<file path="src/rtl/mem_arb_pkg.sv">
// Shared types and constants for the two-master PicoRV32 memory bus arbiter.
package mem_arb_pkg;

  typedef enum logic [1:0] {
    IDLE  = 2'd0,
    GNT0  = 2'd1,
    GNT1  = 2'd2,
    ABORT = 2'd3
  } arb_state_e;

  localparam logic MASTER0 = 1'b0;
  localparam logic MASTER1 = 1'b1;

  localparam logic [31:0] ERR_RDATA_DEFAULT = 32'hDEAD_BEEF;

endpackage

</file>
<file path="src/rtl/mem_arb_timeout.sv">
// Saturating stall counter; expired is high during the cycle whose stall would reach the limit.
module mem_arb_timeout #(
  parameter int unsigned WIDTH = 8
) (
  input  logic             clk,
  input  logic             resetn,
  input  logic             clear,
  input  logic             count_en,
  input  logic [WIDTH-1:0] limit,
  output logic             expired
);

  logic [WIDTH-1:0] count;

  // NOTE: sequential state is written with non-blocking assignments so every flop samples pre-edge values.
  always_ff @(posedge clk or negedge resetn) begin
    if (!resetn) begin
      count <= '0;
    end else if (clear) begin
      count <= '0;
    end else if (count_en && (count != {WIDTH{1'b1}})) begin
      count <= count + 1'b1;
    end
  end

  assign expired = ({1'b0, count} + {{WIDTH{1'b0}}, 1'b1}) >= {1'b0, limit};

endmodule

</file>
<file path="src/rtl/mem_bus_arbiter.sv">
// Round-robin two-master arbiter for the PicoRV32 native memory bus.
// Define MEM_ARB_TIMEOUT_EN to add the hung-slave timeout, ABORT state and err pulse.
module mem_bus_arbiter
  import mem_arb_pkg::*;
#(
  parameter int unsigned TIMEOUT_CYCLES = 255,
  parameter logic [31:0] ERR_RDATA      = ERR_RDATA_DEFAULT
) (
  input  logic        clk,
  input  logic        resetn,
  input  logic        m0_valid,
  input  logic        m0_instr,
  input  logic [31:0] m0_addr,
  input  logic [31:0] m0_wdata,
  input  logic [3:0]  m0_wstrb,
  output logic        m0_ready,
  output logic [31:0] m0_rdata,
  input  logic        m1_valid,
  input  logic        m1_instr,
  input  logic [31:0] m1_addr,
  input  logic [31:0] m1_wdata,
  input  logic [3:0]  m1_wstrb,
  output logic        m1_ready,
  output logic [31:0] m1_rdata,
  output logic        s_valid,
  output logic        s_instr,
  output logic [31:0] s_addr,
  output logic [31:0] s_wdata,
  output logic [3:0]  s_wstrb,
  input  logic        s_ready,
  input  logic [31:0] s_rdata,
  output logic [1:0]  grant,
  output logic        err
);

  if ((TIMEOUT_CYCLES == 0) || (TIMEOUT_CYCLES > 65535)) begin : g_bad_timeout
    $error("mem_bus_arbiter: TIMEOUT_CYCLES must be in 1..65535");
  end

  arb_state_e state, state_next;
  logic       last_grant;
  logic       expired;

`ifdef MEM_ARB_TIMEOUT_EN
  localparam int unsigned CNT_W = $clog2(TIMEOUT_CYCLES + 1);

  logic granted;
  assign granted = (state == GNT0) || (state == GNT1);

  mem_arb_timeout #(
    .WIDTH (CNT_W)
  ) u_timeout (
    .clk      (clk),
    .resetn   (resetn),
    .clear    (!granted),
    .count_en (granted && !s_ready),
    .limit    (CNT_W'(TIMEOUT_CYCLES)),
    .expired  (expired)
  );

  assign err = (state == ABORT);
`else
  assign expired = 1'b0;
  assign err     = 1'b0;
`endif

  always_ff @(posedge clk or negedge resetn) begin
    if (!resetn) begin
      state      <= IDLE;
      last_grant <= MASTER1;
    end else begin
      state <= state_next;
      if (state_next == GNT0) begin
        last_grant <= MASTER0;
      end else if (state_next == GNT1) begin
        last_grant <= MASTER1;
      end
    end
  end

  always_comb begin
    // NOTE: every output gets a default first, so no path through the case can infer a latch.
    state_next = state;
    grant      = 2'b00;
    s_valid    = 1'b0;
    s_instr    = 1'b0;
    s_addr     = '0;
    s_wdata    = '0;
    s_wstrb    = '0;
    m0_ready   = 1'b0;
    m0_rdata   = '0;
    m1_ready   = 1'b0;
    m1_rdata   = '0;

    case (state)
      IDLE: begin
        if (m0_valid && m1_valid) begin
          state_next = (last_grant == MASTER0) ? GNT1 : GNT0;
        end else if (m0_valid) begin
          state_next = GNT0;
        end else if (m1_valid) begin
          state_next = GNT1;
        end
      end

      GNT0: begin
        grant    = 2'b01;
        s_valid  = m0_valid;
        s_instr  = m0_instr;
        s_addr   = m0_addr;
        s_wdata  = m0_wdata;
        s_wstrb  = m0_wstrb;
        m0_ready = s_ready;
        m0_rdata = s_rdata;
        // A same-cycle s_ready beats the timeout: the transfer completes normally.
        if (s_ready || !m0_valid) begin
          state_next = IDLE;
        end else if (expired) begin
          state_next = ABORT;
        end
      end

      GNT1: begin
        grant    = 2'b10;
        s_valid  = m1_valid;
        s_instr  = m1_instr;
        s_addr   = m1_addr;
        s_wdata  = m1_wdata;
        s_wstrb  = m1_wstrb;
        m1_ready = s_ready;
        m1_rdata = s_rdata;
        if (s_ready || !m1_valid) begin
          state_next = IDLE;
        end else if (expired) begin
          state_next = ABORT;
        end
      end

      ABORT: begin
        // last_grant still names the master whose transfer is being aborted.
        state_next = IDLE;
        if (last_grant == MASTER0) begin
          m0_ready = 1'b1;
          m0_rdata = ERR_RDATA;
        end else begin
          m1_ready = 1'b1;
          m1_rdata = ERR_RDATA;
        end
      end
    endcase
  end

endmodule

</file>
<file path="config.mk">
export PLATFORM = sky130hd
export DESIGN_NAME = mem_bus_arbiter
export DESIGN_NICKNAME = d
export VERILOG_FILES = /design/src/rtl/mem_arb_pkg.sv /design/src/rtl/mem_arb_timeout.sv /design/src/rtl/mem_bus_arbiter.sv
export SDC_FILE = /design/constraint.sdc
export NUM_CORES = 1
export LEC_CHECK = 0
export ABC_AREA = 1
export BUFFER_PORTS_ARGS = -buffer_cell sky130_fd_sc_hd__buf_2
export CAP_MARGIN = 20
export CELL_PAD_IN_SITES_DETAIL_PLACEMENT = 2
export CELL_PAD_IN_SITES_GLOBAL_PLACEMENT = 2
export CORE_AREA = 8 8 163 134
export CTS_CLUSTER_DIAMETER = 100
export DETAILED_ROUTE_END_ITERATION = 8
export DIE_AREA = 0 0 171 142
export GPL_TIMING_DRIVEN = 0
export PLACE_DENSITY_LB_ADDON = 0.12
export REMOVE_ABC_BUFFERS = 1
export SLEW_MARGIN = 20
export SYNTH_ARGS = -nofsm -noshare
export SYNTH_HDL_FRONTEND = slang
export SYNTH_SLANG_ARGS = --single-unit
</file>
<file path="constraint.sdc">
create_clock -name clk -period 1.86 [get_ports clk]
set_input_delay 0.186 -clock clk [delete_from_list [all_inputs] [get_ports clk]]
set_output_delay 0.186 -clock clk [all_outputs]
set_load 0.1 [all_outputs]
</file>
==> flow_metrics.env, run 1 <==
export IMPL_drt_iter0_markers=74
export IMPL_postRouteAntennaNets=0
export IMPL_grt_overflow_total=0
export IMPL_yosysMostFrequentCell="nand2_1"
export IMPL_chipHeight_um=142
export IMPL_viasPerCell=4.03
export IMPL_die_x_um=171
export IMPL_htreeDepth=1
export IMPL_numClockSinks=3
export IMPL_totalWireLength_mm=21.1
export IMPL_synth_edf_count=0
export IMPL_synth_avg_cell_area_um2=4.87
export IMPL_rsz0062_at_grt="true"
export IMPL_crit_path_end_kind="output pin"
export IMPL_io_pins=314
export IMPL_crit_required_ns=1.67
export IMPL_period_needed_ns=1.97
export IMPL_cp_max_fo=6
export IMPL_clk_latency_ns=0.22
export IMPL_ys_warnings_count=0
export IMPL_critPathLaunchType="register"
export IMPL_grt_pass1_vias=4580
export IMPL_num_vias=3964
export IMPL_cts_made_buffers=3
export IMPL_drive_gt1_share_pct=70.5
export IMPL_synth_ff_type="dfrtp_1"
export IMPL_row_count=46
export IMPL_io_buffers=312
export IMPL_synth_seq_area_share_pct=4.05
export IMPL_synthCells=387
export IMPL_dr_pass1_iters=4
export IMPL_violations="negative setup slack"
export IMPL_status="complete, but fails checks"
export IMPL_synth_largest_area_cell="nand2_1"
export IMPL_die_area_um2=24300
export IMPL_maxCapViolCount=0
export IMPL_min_period_over_period_pct=106
export IMPL_ys_types=20
export IMPL_worstHoldPathType="input port to async pin"
export IMPL_synthTopCellsByArea="nand2_1 31%, a21oi_1 16%, o21ai_0 13%"
export IMPL_num_nets_final=895
export IMPL_clk_pin_slew_ns=0.03
export IMPL_ys_seq_elements=3
export IMPL_synth_top_area_share_pct=30.9
export IMPL_finalHoldViolCount=0
export IMPL_syn_area_um2=1880
export IMPL_wire_per_inst_um=21.5
export IMPL_grt_use_total_pct=15.1
export IMPL_dp_hpwl_mm=13.8
export IMPL_grt_pass1_wl_mm=28.1
export IMPL_crit_type="register to output pin"
export IMPL_finalSetupViolations=71
export IMPL_grt_max_degree=71
export IMPL_root_buffer="clkbuf_16"
export IMPL_setup_ws_ns=-0.105
export IMPL_synthArstFlopShare_pct=100
export IMPL_ctsLongestPathBuffers=2
export IMPL_area_delta_synth_final_pct=245
export IMPL_drcViolationCount=0
export IMPL_synthTopCellsByCount="155 x nand2_1, 60 x a21oi_1, 49 x o21ai_0"
export IMPL_cts_tree="built"
export IMPL_worst_ep_arrival_time_ns=1.78
export IMPL_gp_routability_congestion=0.731
export IMPL_coreArea_um2=19300
export IMPL_fin_util_pct=33.6
export IMPL_antenna_found_initial=6
export IMPL_finClkSkew_ns=0.00281
export IMPL_slew_viol_final=0
export IMPL_initial_core_util_pct=9.74
export IMPL_fmax_mhz=509
==> final cells by class <==
type	count	area, um2
fillers	2208	12800
repair buffers	355	3790
multi-input cells	302	1990
well taps	264	330
inverters	49	220
flip-flops and latches	3	78.8
clock buffers	4	78.8
diodes	6	15.0
==> state kept, by name, indices dropped and copies added (netlist names) <==
signal	flops
state	2
last_grant	1
==> final timing paths <==
kind,start,end,slack (ns),cells after the start
max in group asynchronous,resetn,last_grant,1.37,2
min in group clk,s_ready,state[0],0.35,4
worst max-delay path,state[0],s_addr[18],-0.11,7
worst min-delay path,resetn,state[1],0.29,2
worst max register to register,state[0],last_grant,0.08,11
worst min register to register,last_grant,last_grant,0.53,2
==> routing by layer <==
layer  vias up  global-route usage [%]  part of all wire, %
li1       1877                       -                    -
met5         -                       0                    0
met4         0                    2.92                  1.4
met2       136                    30.7                   57
met3        19                    2.41                  5.1
met1      1932                    16.0                   36
==> critical path, cell delays in order, from the launching register on <==
cell       delay, ns
dfrtp_2         0.43
inv_4           0.10
ha_4            0.23
buf_12          0.16
clkbuf_16       0.17
nand2_2         0.07
a21oi_2         0.19
buf_12          0.20
==> cell families (layout without fill, tap and decap cells) <==
family / count (synthesis) / count (layout) / share of synthesized area, %
other cells: 1 / 7 / 0.199
fa+ha+maj: 6 / 6 / 3.98
compound gates: 123 / 123 / 34.7
simple gates: 171 / 172 / 35.7
flops: 3 / 3 / 4.05
buf+inv: 83 / 408 / 21.4
==> through the flow <==
stage	hold WS, ns	cell area [um2]	TNS, ns	worst slack [ns]	instances
final	0.290	6510	-5.47	-0.105	983
after global routing	0.304	6510	-10.71	-0.171	983
after CTS	0.287	5600	-8.40	-0.106	967
after detailed placement	-0.0167	3620	-56.11	-0.530	931
after global placement	-0.0154	3560	-354.12	-3.18	929
after floorplan	-0.110	1660	-374.17	-3.82	353
==> timing repair <==
| action | CTS | global route |
|---|---|---|
| setup buffers | 24 | 5 |
| hold buffers | 1 | 0 |
| hold endpoints to repair | 3 | 0 |
| pin swaps | 19 | 34 |
| endpoints found under the setup margin | 138 | 136 |
| cloned | 7 | 6 |
| gates resized for setup | 440 | 202 |
==> cells in the final DEF, fill, tap and decap left out, drive strengths merged <==
cell / Yosys / layout
conb: 1 / 1
inv: 49 / 49
diode: 0 / 6
dfstp: 1 / 1
ha: 6 / 6
nand3: 4 / 4
nor2: 2 / 2
clkbuf: 10 / 27
bufbuf: 0 / 1
nand2: 165 / 166
buf: 24 / 330
a21oi: 70 / 70
o21ai: 53 / 53
dlygate4sd3: 0 / 1
dfrtp: 2 / 2
Power of run 1 is not shown: default switching activity piles up to over one toggle a cycle in this logic, so the estimate is an artifact.
==> inputs of run 2 (changes only) <==
- SETUP_SLACK_MARGIN: default -> 0.4
==> run 2 against run 1 <==
The flow still finishes with violations (negative setup slack). Sequential share of layout area decreased by 0.16 points. Via count increased by 2.9%. Wire length is 6.6% higher. Register-to-register slack got worse by 0.07 ns. Worst setup slack worse by 0.090 ns. First-iteration DRC count grew 9.5%. Final cell count grew 0.81%. Flip-flop and latch count did not move.
==> flow_metrics.env, run 2 (synthesis results as in run 1) <==
export IMPL_status="complete, but fails checks"
export IMPL_violations="negative setup slack"
export IMPL_die_x_um=171
export IMPL_die_area_um2=24300
export IMPL_initial_core_util_pct=9.74
export IMPL_worst_pin_slew_ns=0.545
export IMPL_postRouteAntennaNets=0
export IMPL_coreArea_um2=19300
export IMPL_grt_pass1_wl_mm=28.9
export IMPL_clk_latency_ns=0.22
export IMPL_fmax_mhz=487
export IMPL_grt_max_degree=71
export IMPL_top_regs="state: 2 flops, last_grant: 1 flops"
export IMPL_ctsLongestPathBuffers=2
export IMPL_drcViolationCount=0
export IMPL_chipHeight_um=142
export IMPL_drive_gt1_share_pct=78.4
export IMPL_antenna_found_initial=4
export IMPL_min_period_over_period_pct=111
export IMPL_final_instance_count_excl_fill=991
export IMPL_period_needed_ns=2.06
export IMPL_cts_tree="built"
export IMPL_dr_pass1_iters=4
export IMPL_grt_overflow_total=0
export IMPL_gp_routability_congestion=0.731
export IMPL_setup_ws_ns=-0.195
export IMPL_grt_pass1_vias=4607
export IMPL_worstHoldPathType="input port to async pin"
export IMPL_crit_chain="inv_4 > buf_4 > ha_4 > inv_16 > a21oi_2 > buf_12"
export IMPL_critPathMaxStageDelay_ns=0.40
export IMPL_wire_per_inst_um=22.7
export IMPL_r2r_slack_ns=0.01
export IMPL_dp_cells=931
export IMPL_cp_depth=6
export IMPL_hold_slack_ns=0.290
export IMPL_dp_hpwl_mm=13.8
export IMPL_num_vias=4078
export IMPL_finalSetupViolations=93
export IMPL_clk_pin_slew_ns=0.03
export IMPL_htreeDepth=1
export IMPL_max_slew_margin_pct=63.6
export IMPL_viasPerCell=4.12
export IMPL_cp_max_fo=70
export IMPL_finClkSkew_ns=0.00172
export IMPL_critPathLaunchType="register"
export IMPL_root_buffer="clkbuf_16"
export IMPL_finalHoldViolCount=0
export IMPL_reg2reg_depth=11
export IMPL_slew_viol_final=0
export IMPL_drt_iter0_markers=81
export IMPL_cpLargestDelayFamily="buffers and inverters"
export IMPL_path_buf_inv=4
export IMPL_grt_use_total_pct=15.5
export IMPL_layout_common_cells="175 x buf_2, 126 x buf_12, 108 x nand2_1"
export IMPL_io_buffers=312
export IMPL_row_count=46
export IMPL_totalWireLength_mm=22.5
export IMPL_io_pins=314
export IMPL_worst_ep_arrival_time_ns=1.87
export IMPL_num_nets_final=905
export IMPL_final_common_cell="buf_2"
export IMPL_area_delta_synth_final_pct=298
export IMPL_largest_reg_flops=2
export IMPL_largest_register="state"
export IMPL_crit_path_end_kind="output pin"
export IMPL_crit_type="register to output pin"
export IMPL_slowest_stage="dfrtp_2"
export IMPL_maxCapViolCount=0
export IMPL_cts_made_buffers=3
export IMPL_rsz0062_at_grt="true"
export IMPL_crit_required_ns=1.67
export IMPL_numClockSinks=3
-- run 2: final cells by class --
type	count	area (um2)
clock buffers	4	78.8
diodes	4	10.0
repair inverters	1	20.0
multi-input cells	303	2490
flip-flops and latches	3	78.8
inverters	49	239
fillers	2133	11800
repair buffers	363	4250
well taps	264	330
-- run 2: worst paths after layout --
| kind | from | end |
|---|---|---|
| max | state[0] | s_wdata[2] |
| min | resetn | state[1] |
| max reg2reg | state[1] | last_grant |
| min reg2reg | last_grant | last_grant |
| max in group asynchronous | resetn | last_grant |
| min in group clk | s_ready | state[0] |
-- run 2: per-stage QoR --
stage | setup slack [ns] | TNS, ns | area [um2] | utilization [%]
finish | -0.195 | -9.24 | 7500 | 38.8
global route | -0.209 | -14.65 | 7500 | 38.8
CTS | -0.103 | -5.03 | 6140 | 31.7
detailed placement | -0.530 | -56.11 | 3620 | 18.7
global placement | -3.18 | -354.12 | 3560 | 18.4
floorplan | -3.82 | -374.17 | 1660 | -
-- run 2: what timing repair did --
action	4_1_cts	5_1_grt
endpoints found under the setup margin	141	141
hold buffers	1	0
gates cloned	7	8
buffers inserted	31	5
endpoints found under the hold margin	3	0
pin swaps	18	51
gates resized for setup	569	287
-- run 2: routing by layer --
metal | vias to the layer above | part of all wire (%) | global-route usage [%]
li1 | 1900 | - | -
met1 | 2022 | 35 | 16.2
met2 | 134 | 58 | 31.0
met3 | 22 | 4.8 | 2.80
met4 | 0 | 1.8 | 3.97
met5 | - | 0 | 0
-- run 2: worst reg2reg max path, delay by kind of cell, from the launching register on --
kind,cells,cell delay (ns)
AND/OR/NAND/NOR,5,0.40
buffers and inverters,3,0.40
AO/OA/AOI/OAI,1,0.06
flip-flops,1,0.43
adder cells (fa/ha/maj),2,0.48
Power of run 2 is left out for the same reason.
==> inputs of run 3 (changes only) <==
- CELL_PAD_IN_SITES_DETAIL_PLACEMENT: 2 -> 1
==> run 3 against run 2 <==
Hold slack got worse by 0.012 ns. First-iteration DRC count increased by 23%. Design area decreased by 11%. Via count decreased by 3.9%. Final cell count decreased by 0.91%. Wire length decreased by 9.1%. Flip-flop and latch count unchanged. Critical path depth increased by 1. Clock skew increased by 0.00081 ns. Critical path type unchanged. Fmax increased by 4.5%. The run still ends with negative setup slack left. Core utilization decreased by 4.2 points. Register-to-register slack improved by 0.10 ns.
==> flow_metrics.env, run 3 (synthesis results as in run 1) <==
export IMPL_status="complete, but fails checks"
export IMPL_violations="negative setup slack"
export IMPL_largest_reg_flops=2
export IMPL_initial_core_util_pct=9.74
export IMPL_crit_path_end_kind="output pin"
export IMPL_io_pins=314
export IMPL_rsz0062_at_grt="true"
export IMPL_chipHeight_um=142
export IMPL_period_needed_ns=1.97
export IMPL_critPathLaunchType="register"
export IMPL_postRouteAntennaNets=0
export IMPL_fin_area_um2=6690
export IMPL_crit_type="register to output pin"
export IMPL_clk_latency_ns=0.23
export IMPL_reg2reg_depth=11
export IMPL_cts_tree="built"
export IMPL_finClkSkew_ns=0.00253
export IMPL_num_nets_final=897
export IMPL_drive_gt1_share_pct=72.2
export IMPL_finalHoldViolCount=0
export IMPL_area_delta_synth_final_pct=255
export IMPL_grt_pass1_wl_mm=27.5
export IMPL_ctsLongestPathBuffers=2
export IMPL_num_vias=3918
export IMPL_maxCapViolCount=0
export IMPL_grt_use_total_pct=14.8
export IMPL_root_buffer="clkbuf_16"
export IMPL_numClockSinks=3
export IMPL_top_regs="state: 2 flops, last_grant: 1 flops"
export IMPL_cp_max_fo=35
export IMPL_row_count=46
export IMPL_totalWireLength_mm=20.5
export IMPL_worst_ep_arrival_time_ns=1.78
export IMPL_fin_util_pct=34.6
export IMPL_placed_area_um2=3620
export IMPL_gp_routability_congestion=0.731
export IMPL_final_instance_count_excl_fill=982
export IMPL_grt_pass1_vias=4346
export IMPL_dr_pass1_iters=4
export IMPL_dp_hpwl_mm=13.0
export IMPL_r2r_slack_ns=0.11
export IMPL_htreeDepth=1
export IMPL_antenna_found_initial=1
export IMPL_grt_max_degree=36
export IMPL_finalSetupViolations=104
export IMPL_timing_rr_end="last_grant"
export IMPL_setup_ws_ns=-0.107
export IMPL_worstHoldPathType="input port to async pin"
export IMPL_r2r_start="state[0]"
export IMPL_viasPerCell=3.99
export IMPL_layout_common_cells="175 x buf_2, 112 x nand2_1, 95 x buf_12"
export IMPL_min_period_over_period_pct=106
export IMPL_final_common_cell="buf_2"
export IMPL_io_buffers=312
export IMPL_grt_overflow_total=0
export IMPL_drcViolationCount=0
export IMPL_dp_cells=931
export IMPL_largest_register="state"
export IMPL_drt_iter0_markers=100
export IMPL_die_area_um2=24300
export IMPL_wire_per_inst_um=20.8
export IMPL_slew_viol_final=0
export IMPL_crit_required_ns=1.67
export IMPL_cts_made_buffers=3
export IMPL_clk_pin_slew_ns=0.03
export IMPL_hold_slack_ns=0.278
export IMPL_die_x_um=171
export IMPL_coreArea_um2=19300
export IMPL_fmax_mhz=508
run 3: cell types whose count changed in the layout (fill, tap and decap cells not counted), sizes merged:
cell / before / now
buf: 356 / 348
clkbuf: 9 / 11
nand2: 167 / 165
bufbuf: 1 / 0
diode: 4 / 3
inv: 50 / 51
run 3: how the worst max path moves through the flow:
stage               startpoint  cells past startpoint            to  slack, ns
floorplan             state[1]                      4  m0_rdata[10]      -3.82
detailed placement    state[1]                      6   s_wdata[17]      -0.50
global placement      state[1]                      5  m0_rdata[12]      -3.18
CTS                   state[1]                      7    s_wdata[4]      -0.11
finish                state[1]                      7   s_wdata[25]      -0.11
global route          state[1]                      7    s_addr[25]      -0.17
run 3: layout make-up:
cell class | instances | area [um2]
Fill cell | 2286 | 12600
Timing Repair inverter | 2 | 36.3
Sequential cell | 3 | 77.6
Multi-Input combinational cell | 301 | 2090
Clock buffer | 4 | 78.8
Tap cell | 264 | 330
Inverter | 49 | 228
Antenna cell | 3 | 7.51
Timing Repair Buffer | 356 | 3840
run 3: stage by stage:
| stage | setup WS [ns] | TNS, ns |
|---|---|---|
| 6_report | -0.107 | -6.36 |
| 5_1_grt | -0.171 | -14.50 |
| 4_1_cts | -0.114 | -6.52 |
| 3_5_place_dp | -0.497 | -53.41 |
| 3_3_place_gp | -3.18 | -354.12 |
| 2_1_floorplan | -3.82 | -374.17 |
run 3: critical path, cell delays in order (launching register included):
cell	delay, ns
dfrtp_2	0.43
inv_4	0.05
buf_4	0.14
ha_4	0.29
buf_12	0.12
inv_16	0.07
a21oi_2	0.20
buf_12	0.20
run 3: routing by layer:
layer | part of all wire, % | GRT usage [%] | vias to the layer above
li1 | - | - | 1879
met1 | 37 | 16.0 | 1897
met2 | 57 | 30.0 | 130
met3 | 4.7 | 2.00 | 12
met4 | 0.88 | 2.10 | 0
met5 | 0 | 0 | -
run 3: repair_timing:
item / 4_1_cts / 5_1_grt
pin swaps: 19 / 29
gates cloned: 10 / 5
buffers inserted: 25 / 3
setup endpoints to repair: 141 / 139
gates resized for setup: 454 / 184
endpoints found under the hold margin: 3 / 0
hold buffers: 1 / 0
Power of run 3 is left out for the same reason.
